<file path="config.mk">
export PLATFORM = sky130hd
export DESIGN_NAME = card_click_resolver
export DESIGN_NICKNAME = d
export VERILOG_FILES = /design/src/rtl/card_click_resolver_pkg.sv /design/src/rtl/card_pos_table.sv /design/src/rtl/card_click_resolver.sv
export SDC_FILE = /design/constraint.sdc
export NUM_CORES = 1
export LEC_CHECK = 0
export BUFFER_PORTS_ARGS = -buffer_cell sky130_fd_sc_hd__buf_2
export CAP_MARGIN = 10
export CORE_ASPECT_RATIO = 1.2
export CORE_MARGIN = 2
export CORE_UTILIZATION = 45
export CTS_CLUSTER_SIZE = 14
export DETAILED_ROUTE_END_ITERATION = 6
export HOLD_SLACK_MARGIN = 0.06
export PLACE_DENSITY = 0.62
export SETUP_SLACK_MARGIN = 0.02
export SYNTH_ARGS = -nofsm -noshare
export SYNTH_HDL_FRONTEND = slang
export SYNTH_HIERARCHICAL = 1
export SYNTH_SLANG_ARGS = --single-unit
</file>
<file path="constraint.sdc">
create_clock -name clk -period 6.63 [get_ports clk]
set_clock_uncertainty 0.2 [all_clocks]
set_input_delay 0.663 -clock clk [delete_from_list [all_inputs] [get_ports clk]]
set_output_delay 0.663 -clock clk [all_outputs]
set_load 0.05 [all_outputs]
</file>
<file path="src/rtl/card_click_resolver_pkg.sv">
`default_nettype none
// ============================================================================
// Module      : card_click_resolver_pkg
// Description : Shared card macros: field widths, card pixel size, card
//               state encoding and the click-resolver state type.
// Revision    : 1.0 - initial release
// ============================================================================
package card_click_resolver_pkg;

    localparam int CARD_ADDRESS_SIZE     = 5;
    localparam int CARD_MAX_NUM_SIZE     = 6;
    localparam int CARD_YX_POSITION_SIZE = 20;
    localparam int CARD_STATE_SIZE       = 2;
    localparam int CARD_DATA_SIZE        = 14;
    localparam int CARD_WIDTH            = 64;
    localparam int CARD_HEIGHT           = 64;

    // Card state code for a face-down card
    localparam int STATE_HIDDEN          = 0;

    typedef enum logic [1:0] {
        S_IDLE  = 2'd0,
        S_SCAN  = 2'd1,
        S_READ  = 2'd2,
        S_CHECK = 2'd3
    } resolver_state_t;

endpackage
`default_nettype wire

</file>
<file path="src/rtl/card_pos_table.sv">
`default_nettype none
// ============================================================================
// Module      : card_pos_table
// Description : Card position table, one synchronous write port and one
//               combinational read port. Contents are not reset.
// Revision    : 1.0 - initial release
// ============================================================================
module card_pos_table #(
    parameter int ADDR_W = 5,
    parameter int POS_W  = 20
) (
    input  logic              clk,
    input  logic              wr_en,
    input  logic [ADDR_W-1:0] wr_addr,
    input  logic [POS_W-1:0]  wr_data,
    input  logic [ADDR_W-1:0] rd_addr,
    output logic [POS_W-1:0]  rd_data
);

    localparam int DEPTH = 1 << ADDR_W;

    logic [POS_W-1:0] r_mem [DEPTH];

    // Store the streamed position of one card
    always_ff @(posedge clk) begin
        if (wr_en) begin
            r_mem[wr_addr] <= wr_data;
        end
    end

    assign rd_data = r_mem[rd_addr];

endmodule
`default_nettype wire

</file>
<file path="src/rtl/card_click_resolver.sv">
`default_nettype none
// ============================================================================
// Module      : card_click_resolver
// Description : Captures the card broadcast stream into a position table,
//               maps a mouse click onto a card, reads its state back from
//               the core and pulses card_pressed for a face-down hit.
// Revision    : 1.0 - initial release
// ============================================================================
module card_click_resolver
    import card_click_resolver_pkg::*;
#(
    parameter int ADDR_W  = CARD_ADDRESS_SIZE,
    parameter int NUM_W   = CARD_MAX_NUM_SIZE,
    parameter int COORD_W = CARD_YX_POSITION_SIZE / 2,
    parameter int STATE_W = CARD_STATE_SIZE,
    parameter int DATA_W  = CARD_DATA_SIZE,
    parameter int CARD_W  = CARD_WIDTH,
    parameter int CARD_H  = CARD_HEIGHT,
    parameter int RD_LAT  = 1
) (
    input  logic                 clk,
    input  logic                 rst,
    input  logic [NUM_W-1:0]     num_of_cards,
    input  logic                 wait_for_click_en,
    input  logic                 stream_valid,
    input  logic [2*COORD_W-1:0] stream_yx,
    input  logic                 click,
    input  logic [COORD_W-1:0]   click_x,
    input  logic [COORD_W-1:0]   click_y,
    input  logic [DATA_W-1:0]    card_data,
    output logic [ADDR_W-1:0]    card_to_test_address,
    output logic [ADDR_W-1:0]    card_clicked_address,
    output logic                 card_pressed,
    output logic                 busy
);

    localparam int LAT_W = (RD_LAT > 1) ? $clog2(RD_LAT) : 1;
    localparam int SUM_W = COORD_W + 1;
    localparam int CMP_W = ((NUM_W > ADDR_W) ? NUM_W : ADDR_W) + 1;

    resolver_state_t      r_state, w_state_nxt;
    logic [ADDR_W:0]      r_wr_idx;
    logic                 w_wr_en;
    logic [ADDR_W-1:0]    r_idx, w_idx_nxt;
    logic [COORD_W-1:0]   r_x, w_x_nxt, r_y, w_y_nxt;
    logic [ADDR_W-1:0]    r_test_addr, w_test_addr_nxt;
    logic [ADDR_W-1:0]    r_clicked_addr, w_clicked_addr_nxt;
    logic [LAT_W-1:0]     r_lat_cnt, w_lat_cnt_nxt;
    logic [2*COORD_W-1:0] w_entry;
    logic [COORD_W-1:0]   w_cx, w_cy;
    logic                 w_hit, w_last, w_abort, w_pressed;
    logic                 w_unused_data;

    // Write index: counts stream cycles, parks at DEPTH so overflow is dropped
    always_ff @(posedge clk) begin
        if (!rst) begin
            r_wr_idx <= '0;
        end else if (!stream_valid) begin
            r_wr_idx <= '0;
        end else if (!r_wr_idx[ADDR_W]) begin
            r_wr_idx <= r_wr_idx + 1'b1;
        end
    end

    assign w_wr_en = stream_valid && !r_wr_idx[ADDR_W];

    card_pos_table #(
        .ADDR_W (ADDR_W),
        .POS_W  (2*COORD_W)
    ) u_card_pos_table (
        .clk     (clk),
        .wr_en   (w_wr_en),
        .wr_addr (r_wr_idx[ADDR_W-1:0]),
        .wr_data (stream_yx),
        .rd_addr (r_idx),
        .rd_data (w_entry)
    );

    // Hit test at COORD_W+1 bits so cx+CARD_W cannot wrap
    assign w_cx  = w_entry[COORD_W-1:0];
    assign w_cy  = w_entry[2*COORD_W-1:COORD_W];
    assign w_hit = (r_x >= w_cx) && (SUM_W'(r_x) < SUM_W'(w_cx) + SUM_W'(CARD_W)) &&
                   (r_y >= w_cy) && (SUM_W'(r_y) < SUM_W'(w_cy) + SUM_W'(CARD_H));

    // Last entry is num_of_cards-1, or the table end if more cards are claimed
    assign w_last  = (CMP_W'(r_idx) + 1'b1 >= CMP_W'(num_of_cards)) || (&r_idx);
    assign w_abort = stream_valid || !wait_for_click_en;
    assign w_unused_data = ^card_data[DATA_W-1:STATE_W];

    // Next-state, datapath and pulse decode
    always_comb begin
        w_state_nxt        = r_state;
        w_idx_nxt          = r_idx;
        w_x_nxt            = r_x;
        w_y_nxt            = r_y;
        w_test_addr_nxt    = r_test_addr;
        w_clicked_addr_nxt = r_clicked_addr;
        w_lat_cnt_nxt      = r_lat_cnt;
        w_pressed          = 1'b0;
        case (r_state)
            S_IDLE: begin
                if (click && wait_for_click_en && !stream_valid) begin
                    w_x_nxt     = click_x;
                    w_y_nxt     = click_y;
                    w_idx_nxt   = '0;
                    w_state_nxt = S_SCAN;
                end
            end
            S_SCAN: begin
                if (w_abort || (num_of_cards == '0)) begin
                    w_state_nxt = S_IDLE;
                end else if (w_hit) begin
                    w_test_addr_nxt = r_idx;
                    w_lat_cnt_nxt   = '0;
                    w_state_nxt     = S_READ;
                end else if (w_last) begin
                    w_state_nxt = S_IDLE;
                end else begin
                    w_idx_nxt = r_idx + 1'b1;
                end
            end
            S_READ: begin
                if (w_abort) begin
                    w_state_nxt = S_IDLE;
                end else if (r_lat_cnt == LAT_W'(RD_LAT - 1)) begin
                    w_state_nxt = S_CHECK;
                end else begin
                    w_lat_cnt_nxt = r_lat_cnt + 1'b1;
                end
            end
            S_CHECK: begin
                w_state_nxt = S_IDLE;
                if (!w_abort && (card_data[STATE_W-1:0] == STATE_W'(STATE_HIDDEN))) begin
                    w_pressed          = 1'b1;
                    w_clicked_addr_nxt = r_test_addr;
                end
            end
            default: begin
                w_state_nxt = S_IDLE;
            end
        endcase
    end

    // State and datapath registers
    always_ff @(posedge clk) begin
        if (!rst) begin
            r_state        <= S_IDLE;
            r_idx          <= '0;
            r_x            <= '0;
            r_y            <= '0;
            r_test_addr    <= '0;
            r_clicked_addr <= '0;
            r_lat_cnt      <= '0;
        end else begin
            r_state        <= w_state_nxt;
            r_idx          <= w_idx_nxt;
            r_x            <= w_x_nxt;
            r_y            <= w_y_nxt;
            r_test_addr    <= w_test_addr_nxt;
            r_clicked_addr <= w_clicked_addr_nxt;
            r_lat_cnt      <= w_lat_cnt_nxt;
        end
    end

    // Accepted address is visible in the pulse cycle and held afterwards
    assign card_pressed         = w_pressed;
    assign card_clicked_address = w_pressed ? r_test_addr : r_clicked_addr;
    assign card_to_test_address = r_test_addr;
    assign busy                 = (r_state != S_IDLE);

endmodule
`default_nettype wire

</file>
==> out/qor.yml, run 1 <==
route.detailed.drc: 0
antenna_found_initial: 0
die_w_um: 232
crit_required_ps: 6960
wl_mm: 64.0
synth_top_cell_area_share_pct: 68.8
synth_commonest_cells: "640 x edfxtp_1, 326 x mux2i_1, 116 x nand2_1, 80 x a22oi_1, 55 x nand3_1"
cts_inserted_buffers: 67
yosysTopAreaCell: "edfxtp_1"
fp-row-count: 100
core_sq_um: 61700
power_leakage_nw: 9.90
clockBufferDepth: 3
dieArea_sq_um: 64100
synth.most_common_cell: "edfxtp_1"
grt_max_degree: 89
grtUsageTotal_pct: 20.0
synthesis.area_sq_um: 27900
period_needed_ps: 5230
finalHoldViolCount: 0
post_cts_buffers: 0
start_util_pct: 45.3
finalPower_w: 0.00889
endpoint_kind: "flop"
start_kind: "flop"
clk_latency_ps: 610
grt_pass1_wl_mm: 94.8
tns_ps: 0
drtIter0Drc: 1222
rsz0062_at_grt: "false"
seq_area_frac_synth_pct: 71.8
final_layout_size_suffix_gt1_share_pct: 14.2
status: "finished clean"
io_pins: 77
synth_cells: 1730
synth_ff_type: "edfxtp_1"
design_area_sq_um: 31500
avgViaCountPerCell: 5.65
hp-class: "input pin to flop"
maxCapViolCount: 0
ys_types: 61
synth-edff-count: 640
cp.arrival_ps: 5560
area_growth_syn_to_layout_pct: 12.7
wl_per_cell_um: 23.8
drtAntennaViolNets: 0
syn_avg_cell_area_sq_um: 16.2
synth-seq-cells: 683
cts-resized-gates: 0
fin_cells: 2686
synth_nets: 1834
fmax_mhz: 191
setup_viol: 0
maxSlewViolCount: 0
clockRootBuffer: "clkbuf_16"
place_area_sq_um: 29200
cts-hold-fix-buffers: 0
fin_crit_sh_pct: 78.9
clock-sinks: 683
worst_pin_slew_ps: 942
crit_type: "flop to flop"
cts_tree: "yes"
cp_max_fo: 16
synth_area_leaders: "edfxtp_1 69%, mux2i_1 12%, dfxtp_1 3.1%"
pwr_density_cell_nw_per_um2: 282
vdd_drop_max_uv: 174
synthArstFlopShare_pct: 0
post-place-cells: 2566
yosys_warnings: 6
place.gp.congestion: 0.842
vias: 15182
ctsHtreeMaxLevel: 3
io_buffer_count: 64
grt_pass1_vias: 15179
firstDrtPassIters: 7
slew_headroom_pct: 37.0
num-nets-final: 1923
globalRouteOverflowTotal: 0
dp_hpwl_mm: 36.5
die_y_um: 277
clk_pin_slew_ps: 60
metrics by stage:
step / utilization [%] / hold slack (ps) / worst slack [ps]
2_1_floorplan: - / 243 / 2830
3_3_place_gp: 47.4 / 254 / 1510
3_5_place_dp: 47.4 / 268 / 1440
4_1_cts: 51.1 / 81.6 / 1380
5_1_grt: 51.1 / 114 / 1120
6_report: 51.1 / 108 / 1400
placed cells by master (no fill, tap or decap), types with 9 or more instances in the layout:
cell	n
clkbuf_1	13
buf_2	64
nand3_1	55
a22oi_1	80
clkbuf_16	73
nand4_1	22
mux2i_1	326
clkinv_2	9
nor2_4	13
a22o_1	43
a21boi_0	21
ha_1	39
nor2_2	20
nor2_1	15
a31oi_1	22
bufinv_16	9
edfxtp_1	640
a21oi_1	52
dfxtp_1	42
inv_1	32
buf_4	42
nand2_1	116
nor3_1	20
worst max-delay path: stages (launching register included):
cell,delay [ps]
dfxtp_1,640
nor2b_4,600
buf_4,370
a22oi_1,130
a31oi_1,480
nand3_1,380
ha_1,350
xnor2_1,130
ha_1,310
a21oi_1,160
and2b_2,230
o21ai_1,140
o211ai_2,180
or3_4,460
nor2_8,180
mux2i_1,190
layout make-up:
cell class | instances | area (sq um)
fill | 5005 | 30200
timing repair buffer | 112 | 756
clock inverter | 30 | 382
antenna | 1 | 2.50
inverter | 32 | 120
tap | 816 | 1020
sequential | 683 | 20100
clock buffer | 89 | 1920
multi-input combinational | 923 | 7230
power breakdown:
part | internal [W] | switching [W] | total, W
clock | 0.00238 | 0.00157 | 0.00395
sequential | 0.00473 | 0.00000771 | 0.00474
combinational | 0.0000566 | 0.000148 | 0.000204
registers in the layout (all words and copies together) (netlist names):
register and flops:
card_to_test_address 5, u_card_pos_table/r_mem 640, r_clicked_addr 5, r_x 10, r_y 10, r_wr_idx 6, r_state 2, r_idx 5
routing by layer:
metal / GRT usage (%) / share of wire [%]
met5: 0 / 0
met4: 6.98 / 2.3
met3: 2.79 / 5.3
met2: 34.0 / 50
met1: 26.2 / 42
logic make-up after synthesis:
group,synth area share (%)
compound gates,6.28
fa+ha+maj,1.75
mux,11.7
simple gates,5.26
buf+inv,2.87
flops,71.8
xor+xnor,0.282
path summary, 6_finish.rpt:
check,slack (ps),startpoint,cells after the start,endpoint
worst min register to register,270,r_x[0],2,r_x[0]
worst min-delay path,110,click_y[0],3,r_y[0]
worst max register to register,1400,r_idx[1],15,card_to_test_address[3]
worst max-delay path,1400,r_idx[1],15,card_to_test_address[3]
Note: power is estimated with default switching activity, not from simulation.
==> run 2, diff against run 1 <==
clock period = 4.9 ns   (was 6.63 ns; I/O delays follow)
==> out/qor.yml, run 2 (synthesized netlist as in run 1, its figures left out) <==
place.gp.congestion: 0.799
route.detailed.drc: 0
start_kind: "flop"
globalRouteOverflowTotal: 0
cts_tree: "yes"
cp.arrival_ps: 4940
grt_pass1_vias: 15268
dieArea_sq_um: 64100
slew_headroom_pct: 36.9
setup_viol: 0
power_leakage_nw: 9.95
tns_ps: 0
io_pins: 77
fin_crit_sh_pct: 95.1
post-place-cells: 2580
clockBufferDepth: 3
n_antenna_cell: 0
num-nets-final: 1958
ctsHtreeMaxLevel: 3
seq_area_sq_um: 20100
grtUsageTotal_pct: 19.8
whs_ps: 140
largest_register: "u_card_pos_table/r_mem"
worst_pin_slew_ps: 944
maxSlewViolCount: 0
top_regs: "u_card_pos_table/r_mem x640, r_x x10, r_y x10"
drtIter0Drc: 1132
multi_input_area_sq_um: 7230
power_frac_clock_pct: 41.6
p_comb_share_pct: 2.5
final_common_cell: "edfxtp_1"
crit_type: "flop to flop"
wl_mm: 63.9
crit_required_ps: 5170
fp-row-count: 100
wl_per_cell_um: 23.5
p_seq_share_pct: 55.8
clk_latency_ps: 590
firstDrtPassIters: 7
utilization_pct: 51.3
largest_reg_flops: 640
hp-class: "input pin to flop"
io_buffer_count: 64
finalHoldViolCount: 0
p_sw_w: 0.00227
final_layout_size_suffix_gt1_share_pct: 14.2
fillers: 5006
clk_pin_slew_ps: 60
clockRootBuffer: "clkbuf_16"
vdd_drop_max_uv: 213
vias: 15378
core_sq_um: 61700
clock-sinks: 683
intPower_w: 0.00922
rsz0062_at_grt: "false"
period_needed_ps: 4660
die_y_um: 277
avgViaCountPerCell: 5.66
p_sw_share_pct: 19.7
start_util_pct: 45.3
grt_pass1_wl_mm: 93.6
pwr_density_cell_nw_per_um2: 363
layout_common_cells: "640 x edfxtp_1, 326 x mux2i_1, 116 x nand2_1, 80 x a22oi_1, 71 x clkbuf_16"
fmax_mhz: 215
die_w_um: 232
status: "finished clean"
maxCapViolCount: 0
finalPower_w: 0.0115
fin_cells: 2715
endpoint_kind: "flop"
antenna_found_initial: 0
grt_max_degree: 110
cp_max_fo: 44
dp_hpwl_mm: 37.3
area_growth_syn_to_layout_pct: 13.1
cts_inserted_buffers: 66
drtAntennaViolNets: 0
run 2: final cells by class:
class	count	area share [%]
inverters	32	0.380
multi-input cells	923	22.9
clock buffers	81	5.74
flip-flops and latches	683	63.5
repair buffers	148	3.60
clock inverters	32	0.653
well taps	816	3.23
run 2: layer usage:
metal	global-route usage [%]	vias to the layer above	wire length, um
met5	0	-	0
met3	2.98	112	3570
met1	25.4	7828	26200
met4	7.59	0	1980
met2	33.7	447	32100
li1	-	6991	-
run 2: final timing paths:
kind / startpoint / end / slack (ps) / cells after the start
hold / removal: click / r_state[0] / 140 / 4
setup reg to reg: r_idx[2] / r_idx[2] / 240 / 14
hold reg to reg: r_x[0] / r_x[0] / 270 / 2
setup / recovery: r_idx[2] / r_idx[2] / 240 / 14
run 2: power groups by stage:
stage | clock network (W) | registers (W) | logic [W]
2_1_floorplan | 0 | 0.00653 | 0.000119
3_3_place_gp | 0 | 0.00653 | 0.000271
3_5_place_dp | 0 | 0.00653 | 0.000281
4_1_cts | 0.00489 | 0.00641 | 0.000294
5_1_grt | 0.00511 | 0.00641 | 0.000321
6_report | 0.00478 | 0.00641 | 0.000292
run 2: worst max-delay path, cell delays in order, from the launching register on:
cell	delay [ps]
dfxtp_1	450
nor2_4	540
buf_12	360
nand2_1	90
a31oi_1	330
nand3_1	340
ha_1	330
xnor2_1	130
ha_1	300
nand3_1	100
or3_1	330
o22ai_2	270
o31ai_4	120
and3_1	260
a221o_1	370
run 2: metrics by stage:
| stage | worst slack (ps) | area [sq um] |
|---|---|---|
| 2_1_floorplan | 1100 | 27900 |
| 3_3_place_gp | 203 | 29400 |
| 4_1_cts | 130 | 31600 |
| 5_1_grt | 52.5 | 31600 |
| 6_report | 239 | 31600 |
| 3_5_place_dp | 156 | 29400 |
run 2: repair_timing:
item	in CTS	in global routing
buffers inserted	0	2
hold endpoints to repair	20	0
resized for setup	0	1
hold buffers	20	0
endpoints found under the setup margin	0	3
